==> config.mk <==
export PLATFORM = sky130hd
export DESIGN_NAME = serial_bit_tx
export DESIGN_NICKNAME = d
export VERILOG_FILES = /design/src/rtl/serial_pkg.sv /design/src/rtl/serial_bit_timer.sv /design/src/rtl/serial_bit_tx.sv
export SDC_FILE = /design/constraint.sdc
export NUM_CORES = 1
export LEC_CHECK = 0
export CAP_MARGIN = 5
export CORE_MARGIN = 10
export CORE_UTILIZATION = 50
export CTS_BUF_LIST = sky130_fd_sc_hd__clkbuf_8 sky130_fd_sc_hd__clkbuf_16
export CTS_CLUSTER_DIAMETER = 50
export DETAILED_ROUTE_END_ITERATION = 6
export DONT_BUFFER_PORTS = 1
export PLACE_DENSITY = 0.65
export RECOVER_POWER = 25
export SYNTH_ARGS = -nofsm -noshare
export SYNTH_HDL_FRONTEND = slang
export SYNTH_SLANG_ARGS = --single-unit
==> constraint.sdc <==
create_clock -name clk -period 2.35 [get_ports clk]
set_input_delay 0.235 -clock clk [delete_from_list [all_inputs] [get_ports clk]]
set_output_delay 0.235 -clock clk [all_outputs]
set_load 0.02 [all_outputs]
==> src/rtl/serial_pkg.sv <==
// Encodings shared by the serial transmitter and the serial-receive FSMs.
// The line encoding and state values must stay identical on both sides.
package serial_pkg;

  typedef enum logic [2:0] {
    ST_IDLE   = 3'd0,
    ST_START  = 3'd1,
    ST_DATA   = 3'd2,
    ST_PARITY = 3'd3,
    ST_STOP   = 3'd4
  } serial_state_e;

  localparam logic LINE_IDLE  = 1'b1;
  localparam logic LINE_START = 1'b0;

  localparam int PARITY_MAX_W = 64;

  // Even parity over a word zero-extended to PARITY_MAX_W bits.
  function automatic logic even_parity(input logic [PARITY_MAX_W-1:0] word);
    return ^word;
  endfunction

endpackage

==> src/rtl/serial_bit_timer.sv <==
// Per-bit cycle timer: counts BIT_CYCLES clocks per line bit while enabled.
// The counter is held at zero while enable is low.
module serial_bit_timer
  import serial_pkg::*;
#(
  parameter int BIT_CYCLES = 4
) (
  input  logic clk,
  input  logic reset,
  input  logic enable,
  output logic bit_first,
  output logic bit_last,
  output logic last_next
);

  localparam int CW = (BIT_CYCLES > 1) ? $clog2(BIT_CYCLES) : 1;

  logic [CW-1:0] cnt_r;

  assign bit_last  = (cnt_r == CW'(BIT_CYCLES - 1));
  // bit_first: the following cycle is the first cycle of a bit (counter restarts).
  assign bit_first = !enable || bit_last;
  // last_next: the following cycle is the last cycle of the current bit.
  assign last_next = (BIT_CYCLES == 1) ? 1'b1
                   : (enable && (cnt_r == CW'(BIT_CYCLES - 2)));

  // Cycle counter, wraps at the bit boundary.
  always_ff @(posedge clk or posedge reset) begin
    if (reset) begin
      cnt_r <= {CW{1'b0}};
    end else if (!enable || bit_last) begin
      cnt_r <= {CW{1'b0}};
    end else begin
      cnt_r <= cnt_r + CW'(1);
    end
  end

endmodule

==> src/rtl/serial_bit_tx.sv <==
// Serial bit-stream transmitter: start bit, DATA_W bits LSB first, stop bit.
// Define SERIAL_TX_PARITY_EN to insert an even-parity bit before the stop bit.
module serial_bit_tx
  import serial_pkg::*;
#(
  parameter int DATA_W     = 8,
  parameter int BIT_CYCLES = 4
) (
  input  logic              clk,
  input  logic              reset,
  input  logic [DATA_W-1:0] tx_data,
  input  logic              tx_valid,
  output logic              tx_ready,
  output logic              bit_out,
  output logic              bit_strobe,
  output logic              busy,
  output logic              frame_done
);

  localparam int IW = (DATA_W > 1) ? $clog2(DATA_W) : 1;

  serial_state_e     state_r, state_s;
  logic [DATA_W-1:0] shift_r, shift_s;
  logic [IW-1:0]     idx_r, idx_s;
  logic              line_s;
  logic              busy_r, tx_ready_r, bit_out_r, bit_strobe_r, frame_done_r;
  logic              bit_first_s, bit_last_s, last_next_s;
  logic              data_end_s;
`ifdef SERIAL_TX_PARITY_EN
  logic              parity_r;
`endif

  serial_bit_timer #(.BIT_CYCLES(BIT_CYCLES)) u_timer (
    .clk       (clk),
    .reset     (reset),
    .enable    (busy_r),
    .bit_first (bit_first_s),
    .bit_last  (bit_last_s),
    .last_next (last_next_s)
  );

  assign data_end_s = bit_last_s && (idx_r == IW'(DATA_W - 1));

  // Next state, shift register and bit index.
  always_comb begin
    state_s = state_r;
    shift_s = shift_r;
    idx_s   = idx_r;
    case (state_r)
      ST_IDLE: begin
        idx_s = {IW{1'b0}};
        if (tx_valid) begin
          state_s = ST_START;
          shift_s = tx_data;
        end else begin
          state_s = ST_IDLE;
        end
      end
      ST_START: begin
        if (bit_last_s) state_s = ST_DATA;
        else            state_s = ST_START;
      end
      ST_DATA: begin
        if (data_end_s) begin
`ifdef SERIAL_TX_PARITY_EN
          state_s = ST_PARITY;
`else
          state_s = ST_STOP;
`endif
          idx_s = {IW{1'b0}};
        end else if (bit_last_s) begin
          shift_s = shift_r >> 1'b1;
          idx_s   = idx_r + IW'(1);
        end else begin
          state_s = ST_DATA;
        end
      end
`ifdef SERIAL_TX_PARITY_EN
      ST_PARITY: begin
        if (bit_last_s) state_s = ST_STOP;
        else            state_s = ST_PARITY;
      end
`endif
      ST_STOP: begin
        if (bit_last_s) state_s = ST_IDLE;
        else            state_s = ST_STOP;
      end
      default: begin
        state_s = ST_IDLE;
        idx_s   = {IW{1'b0}};
      end
    endcase
  end

  // Line value for the coming cycle, so bit_out can be a flop.
  always_comb begin
    line_s = LINE_IDLE;
    case (state_s)
      ST_IDLE:   line_s = LINE_IDLE;
      ST_START:  line_s = LINE_START;
      ST_DATA:   line_s = shift_s[0];
`ifdef SERIAL_TX_PARITY_EN
      ST_PARITY: line_s = parity_r;
`endif
      ST_STOP:   line_s = LINE_IDLE;
      default:   line_s = LINE_IDLE;
    endcase
  end

`ifdef SERIAL_TX_PARITY_EN
  // Parity of the word, captured on the handshake.
  always_ff @(posedge clk or posedge reset) begin
    if (reset) begin
      parity_r <= 1'b0;
    end else if ((state_r == ST_IDLE) && tx_valid) begin
      parity_r <= even_parity(PARITY_MAX_W'(tx_data));
    end
  end
`endif

  // State, datapath and registered outputs derived from the next state.
  always_ff @(posedge clk or posedge reset) begin
    if (reset) begin
      state_r      <= ST_IDLE;
      shift_r      <= {DATA_W{1'b0}};
      idx_r        <= {IW{1'b0}};
      busy_r       <= 1'b0;
      tx_ready_r   <= 1'b1;
      bit_out_r    <= LINE_IDLE;
      bit_strobe_r <= 1'b0;
      frame_done_r <= 1'b0;
    end else begin
      state_r      <= state_s;
      shift_r      <= shift_s;
      idx_r        <= idx_s;
      busy_r       <= (state_s != ST_IDLE);
      tx_ready_r   <= (state_s == ST_IDLE);
      bit_out_r    <= line_s;
      bit_strobe_r <= (state_s != ST_IDLE) && bit_first_s;
      frame_done_r <= (state_s == ST_STOP) && last_next_s;
    end
  end

  assign tx_ready   = tx_ready_r;
  assign bit_out    = bit_out_r;
  assign bit_strobe = bit_strobe_r;
  assign busy       = busy_r;
  assign frame_done = frame_done_r;

endmodule

==> results.md, run 1 <==
- Status: finished, final reports clean
- Sink Count: 21
- Setup Viol. Count Final: 0
- Final instance area: 1171 µm²
- Drt wl/cell: 16.65 µm
- Peak Freq: 490.4 MHz
- Worst slew pin tran: 0.7866 ns
- R2R setup slack: 0.31 ns
- Drt pass-1 iters: 4
- Commonest cells post-synth: dfrtp_1, inv_1, o21ai_0, nor2_1
- Post-synth top area share: 43.04%
- Slowest Stage Delay on Critical Path: 0.39 ns
- Lkg Pwr: 0.5083 nW
- Clock-pin slew on the worst setup and hold paths: 0.08 ns
- Main flop type after synthesis: dfrtp_1
- CP required: 2.50 ns
- Post-DR vias/cell: 5.843
- Synth-to-Final Area Change: 6.002%
- H-Tree Depth: 1
- Mapped cell area: 1105 µm²
- CP startpoint kind: flip-flop
- Buffers added on ports: 0
- Fin crit share: 86.78%
- Dpl hpwl: 1508 µm
- Top cells by area, synth: dfrtp_1, ha_1, mux2_2, dfstp_2, a32o_1
- CP Cell Sequence: ha_1 -> ha_1 -> and2b_1 -> mux2i_1 -> nor3_4 -> mux2_2
- Congestion Overflow GR: 0
- Routability Congestion: 0.7359
- Initial antenna violation count: 0
- Clock skew: 0.001651 ns
- Register bit total from synthesis: 21
- Synth area leader: dfrtp_1
- Most frequent CP cell: ha_1
- Chip width: 67.01 µm
- ANT nets after route: 0
- Cell variety after synth: 35
- Die H: 67.01 µm
- CP bufs+invs: 0
- Share of layout cells above drive strength 1: 16.00%
- Final net count: 117
- CTS Buffer Depth: 2
- Final hold vios: 0
- Later-pin clock latency in the skew report: 0.26 ns
- Period minus WS final: 2.039 ns
- Diode count: 0
- CP Class: flip-flop to flip-flop
- Synth Instances: 100
- Relative slew slack: 47.50%
- Largest net degree at the start of global routing: 22
- Max-cap violations: 0
- Avg Cell Area, Syn: 11.05 µm²
- Most frequent cell after synthesis: dfrtp_1
- Detailed-route via count: 742
- Dpl cell area: 1122 µm²
- DR DRC count: 0
- Clk root buf: clkbuf_8
- Post-synth ARST share: 100.0%
- Hold_buf cts: 0
- RSZ-0062 raised after global routing: false
- 1st-iter DRT viols: 30
- Max-slew violation count: 0
- Maximum vdd drop: 0.7281 mV
- Initial Util: 54.64%
- Vias in the first global route: 740
- Mapped Nets: 116
- Largest fanout on the critical path: 7
- Setup TNS: 0 ns
- Total power: 1.426 mW
- Global-route wire length before repair: 3519 µm
- Critical path's slowest cell: dfrtp_1
- Post-CTS sizing: 0
- Seq/Total Area, Yosys: 47.79%
- Worst EP arrival: 2.19 ns
- Worst Hold Class: input pin to async pin
- Filler cell count: 181
- # IOs: 16
- TritonCTS clock tree: done
- P per Cell Area: 1217 nW/µm²
- GRT Util Overall: 10.21%
- Top delay family on crit path: simple AND/OR/NAND/NOR gates
- CP endpoint kind: flip-flop
- Site Rows: 16
- Setup repair bufs after CTS: 0
- Final WL: 2114 µm
- YS warnings: 0
- Full die area: 4490 µm²
- CTS Buf Count: 3
- Core area: 2022 µm²
- EDFF count, synth: 0
[kinds of logic (layout without fill, tap and decap cells)]
kind of cell               after synthesis  count (layout)  share of synthesized area (%)
AOI/OAI and AO/OA                       24              24                          16.53
adders and majority gates                5               5                          5.663
buffers and inverters                   12              12                          4.190
DFF                                     21              21                          47.79
muxes                                    7               7                          6.908
and+or+nand+nor                         31              31                          18.91
[worst paths after layout]
check                                      start          endpoint  depth (start not counted)
worst max-delay path                    idx_r[0]        shift_r[1]                          6
worst min-delay path                       reset        shift_r[4]                          1
worst max register to register          idx_r[0]        shift_r[1]                          6
worst min register to register  u_timer.cnt_r[0]  u_timer.cnt_r[0]                          1
max in group asynchronous                  reset        state_r[0]                          1
min in group clk                      tx_data[7]        shift_r[7]                          2
[per-layer routing]
layer | wire, µm | share of wire [%] | vias to the layer above | global-route usage (%)
met5 | 0 | 0 | - | 0
met4 | 0 | 0 | 0 | 1.538
met3 | 158 | 7.5 | 0 | 5.853
met2 | 989 | 47 | 17 | 16.82
met1 | 966 | 46 | 368 | 11.38
li1 | - | - | 357 | -
[layout make-up]
class                           count  area (µm²)  area share [%]
Clock buffer                        3       41.29           3.526
Multi-Input combinational cell     67       530.5           45.30
Clock inverter                      1       7.507          0.6410
Tap cell                           27       33.78           2.885
Sequential cell                    21       528.0           45.09
Inverter                            8       30.03           2.564
[report_power, final]
group          internal, mW  total, mW  leakage, nW  switching [mW]
logic                 0.237      0.475        0.219           0.238
clock network         0.120      0.242       0.0217           0.122
registers             0.516      0.709        0.268           0.192
[stage by stage]
stage	std cells	worst slack, ns	hold WS, ns	util [%]
2_1_floorplan	100	0.4944	0.2100	-
3_3_place_gp	123	0.4036	0.3107	55.51
3_5_place_dp	123	0.3202	0.3101	55.51
4_1_cts	127	0.2968	0.02005	57.92
5_1_grt	127	0.2169	0.03450	57.92
6_report	127	0.3107	0.003215	57.92
[sequential cells by signal (all words and copies together) (netlist names)]
| signal | cells |
|---|---|
| shift_r | 8 |
| idx_r | 3 |
| state_r | 3 |
| u_timer.cnt_r | 2 |
| bit_out | 1 |
| bit_strobe | 1 |
| busy | 1 |
| frame_done | 1 |
| tx_ready | 1 |
[layout by cell type, fill, tap and decap left out, drive strengths merged]
| cell | instances |
|---|---|
| dfrtp | 19 |
| inv | 8 |
| o21ai | 8 |
| nor2 | 6 |
| a32o | 5 |
| mux2 | 5 |
| ha | 5 |
| nand2 | 4 |
| a21oi | 4 |
| nor2b | 3 |
| nand3 | 3 |
| nand2b | 3 |
| clkbuf | 3 |
| mux2i | 2 |
| nand4b | 2 |
| nand3b | 2 |
| dfstp | 2 |
| or3b | 2 |
| nor3 | 2 |
| nor3b | 1 |
| o31ai | 1 |
| nor4b | 1 |
| and2b | 1 |
| o221ai | 1 |
| a21boi | 1 |
| o21a | 1 |
| a221oi | 1 |
| a21o | 1 |
| a2bb2oi | 1 |
| and3 | 1 |
| clkinvlp | 1 |
Power figures use the tool's default switching activity.
==> run 2, diff against run 1 <==
SETUP_SLACK_MARGIN = 0.5   (was not set)
==> run 2 against run 1 <==
Net effect: flip-flop and latch count is the same; critical path depth grew 1; cell count grew 4.7%; critical path type unchanged.
==> results.md, run 2 (synthesis gave the netlist of run 1 again) <==
- Status: finished, final reports clean
- Clock share of power: 15.2%
- Worst Hold Class: input pin to async pin
- Max-cap violations: 0
- Drt pass-1 iters: 4
- Final net count: 123
- Max FFs per register: 8
- Congestion Overflow GR: 0
- Clock skew: 0.001548 ns
- Most common cell after layout, fill and taps aside: dfrtp_1
- GR Util met2: 16.59%
- Slowest Stage Delay on Critical Path: 0.40 ns
- Clock-pin slew on the worst setup and hold paths: 0.08 ns
- Relative slew slack: 45.94%
- CP endpoint kind: flip-flop
- Core area: 2022 µm²
- Clk root buf: clkbuf_8
- Part of the power in combinational logic: 38.6%
- Met1 GRT Util: 13.28%
- Vias in the first global route: 766
- Reg area: 528.0 µm²
- P per Cell Area: 1215 nW/µm²
- Switching pwr: 585.2 µW
- Most flop-heavy register: shift_r
- CP startpoint kind: flip-flop
- Final WL: 2332 µm
- Drt wl/cell: 17.53 µm
- Multi-input logic area: 578.1 µm²
- Buffers added on ports: 0
- Initial Util: 54.64%
- # IOs: 16
- Peak Freq: 538.5 MHz
- Cells after DPL: 125
- RSZ-0062 raised after global routing: true
- Setup TNS: 0 ns
- ANT nets after route: 0
- Final hold vios: 0
- Post-DR vias/cell: 5.880
- Post-route core utilization: 63.00%
- Lkg Pwr: 0.5539 nW
- Grt peak-use layer: met2
- Period minus WS final: 1.857 ns
- Die H: 67.01 µm
- Most frequent cells in the layout: dfrtp_1, inv_1, o21ai_0
- Worst EP arrival: 2.01 ns
- Largest regs: shift_r x8, idx_r x3, state_r x3
- CP Cell Sequence: ha_2 -> ha_4 -> and2b_2 -> mux2i_4 -> nor3_4 -> buf_12 -> mux2_4
- CTS Buffer Depth: 2
- Fin crit share: 79.03%
- Largest fanout on the critical path: 7
- Critical path's slowest cell: dfrtp_1
- R2R setup slack: 0.49 ns
- Top delay family on crit path: simple AND/OR/NAND/NOR gates
- Later-pin clock latency in the skew report: 0.26 ns
- Chip width: 67.01 µm
- Routability Congestion: 0.7264
- Maximum vdd drop: 0.7228 mV
- Sink Count: 21
- Share of layout cells above drive strength 1: 24.53%
- Largest net degree at the start of global routing: 22
- CP bufs+invs: 1
- TritonCTS clock tree: done
- CTS Buf Count: 3
- Filler cell count: 164
- Synth-to-Final Area Change: 15.29%
- Worst slew pin tran: 0.8100 ns
- DR DRC count: 0
- Dpl hpwl: 1527 µm
- Met3 usage: 4.348%
- Setup Viol. Count Final: 0
- Detailed-route via count: 782
- CP Class: flip-flop to flip-flop
- Sequential share of power: 46.2%
- Initial antenna violation count: 0
- Site Rows: 16
- 1st-iter DRT viols: 23
- CP required: 2.50 ns
- Diode count: 0
- Switching share of power: 37.81%
- GRT Util Overall: 10.80%
- Max-slew violation count: 0
- Design internal power: 962.6 µW
- H-Tree Depth: 1
- Global-route wire length before repair: 3746 µm
- Non-Filler Instances: 133
- Full die area: 4490 µm²
- Hold_buf cts: 0
-- run 2: final cells by class --
type	count	share of cell area, %
Multi-Input combinational cell	67	45.38
Sequential cell	21	41.45
Timing Repair Buffer	6	4.519
Clock buffer	3	3.242
Tap cell	27	2.652
Inverter	8	2.358
Clock inverter	1	0.3929
-- run 2: stage by stage --
stage | total power, mW | area, µm² | setup WS, ns | hold WS [ns]
after floorplan | 1.090 | 1111 | 0.4991 | 0.2100
after global placement | 1.194 | 1144 | 0.4081 | 0.3090
after detailed placement | 1.215 | 1144 | 0.3581 | 0.3185
after CTS | 1.490 | 1229 | 0.5100 | 0.03454
after global routing | 1.657 | 1274 | 0.4179 | 0.07032
final | 1.548 | 1274 | 0.4929 | 0.01540
-- run 2: power groups by stage --
stage               registers (mW)  clock network, mW  logic (mW)
detailed placement           0.713                  0       0.502
CTS                          0.707              0.240       0.542
finish                       0.714              0.236       0.597
global placement             0.708                  0       0.486
floorplan                    0.649                  0       0.441
global route                 0.739              0.254       0.664
-- run 2: final timing paths --
path                                   from                to  cells past startpoint
min                                   reset        shift_r[1]                      1
max in group asynchronous             reset        frame_done                      1
min reg2reg                u_timer.cnt_r[0]  u_timer.cnt_r[0]                      1
max reg2reg                        idx_r[0]        shift_r[6]                      7
max                                idx_r[0]        shift_r[6]                      7
min in group clk                 tx_data[2]        shift_r[2]                      2
-- run 2: metal layers --
metal  up-vias  wire length (µm)
li1        371                 -
met4         0                26
met3         4               156
met2        18              1119
met5         -                 0
met1       389              1030
-- run 2: repair_timing --
| action | CTS | global route |
|---|---|---|
| setup endpoints to repair | 5 | 6 |
| buffers inserted | 2 | 2 |
| pin swaps | 1 | 1 |
| resized for setup | 2 | 7 |
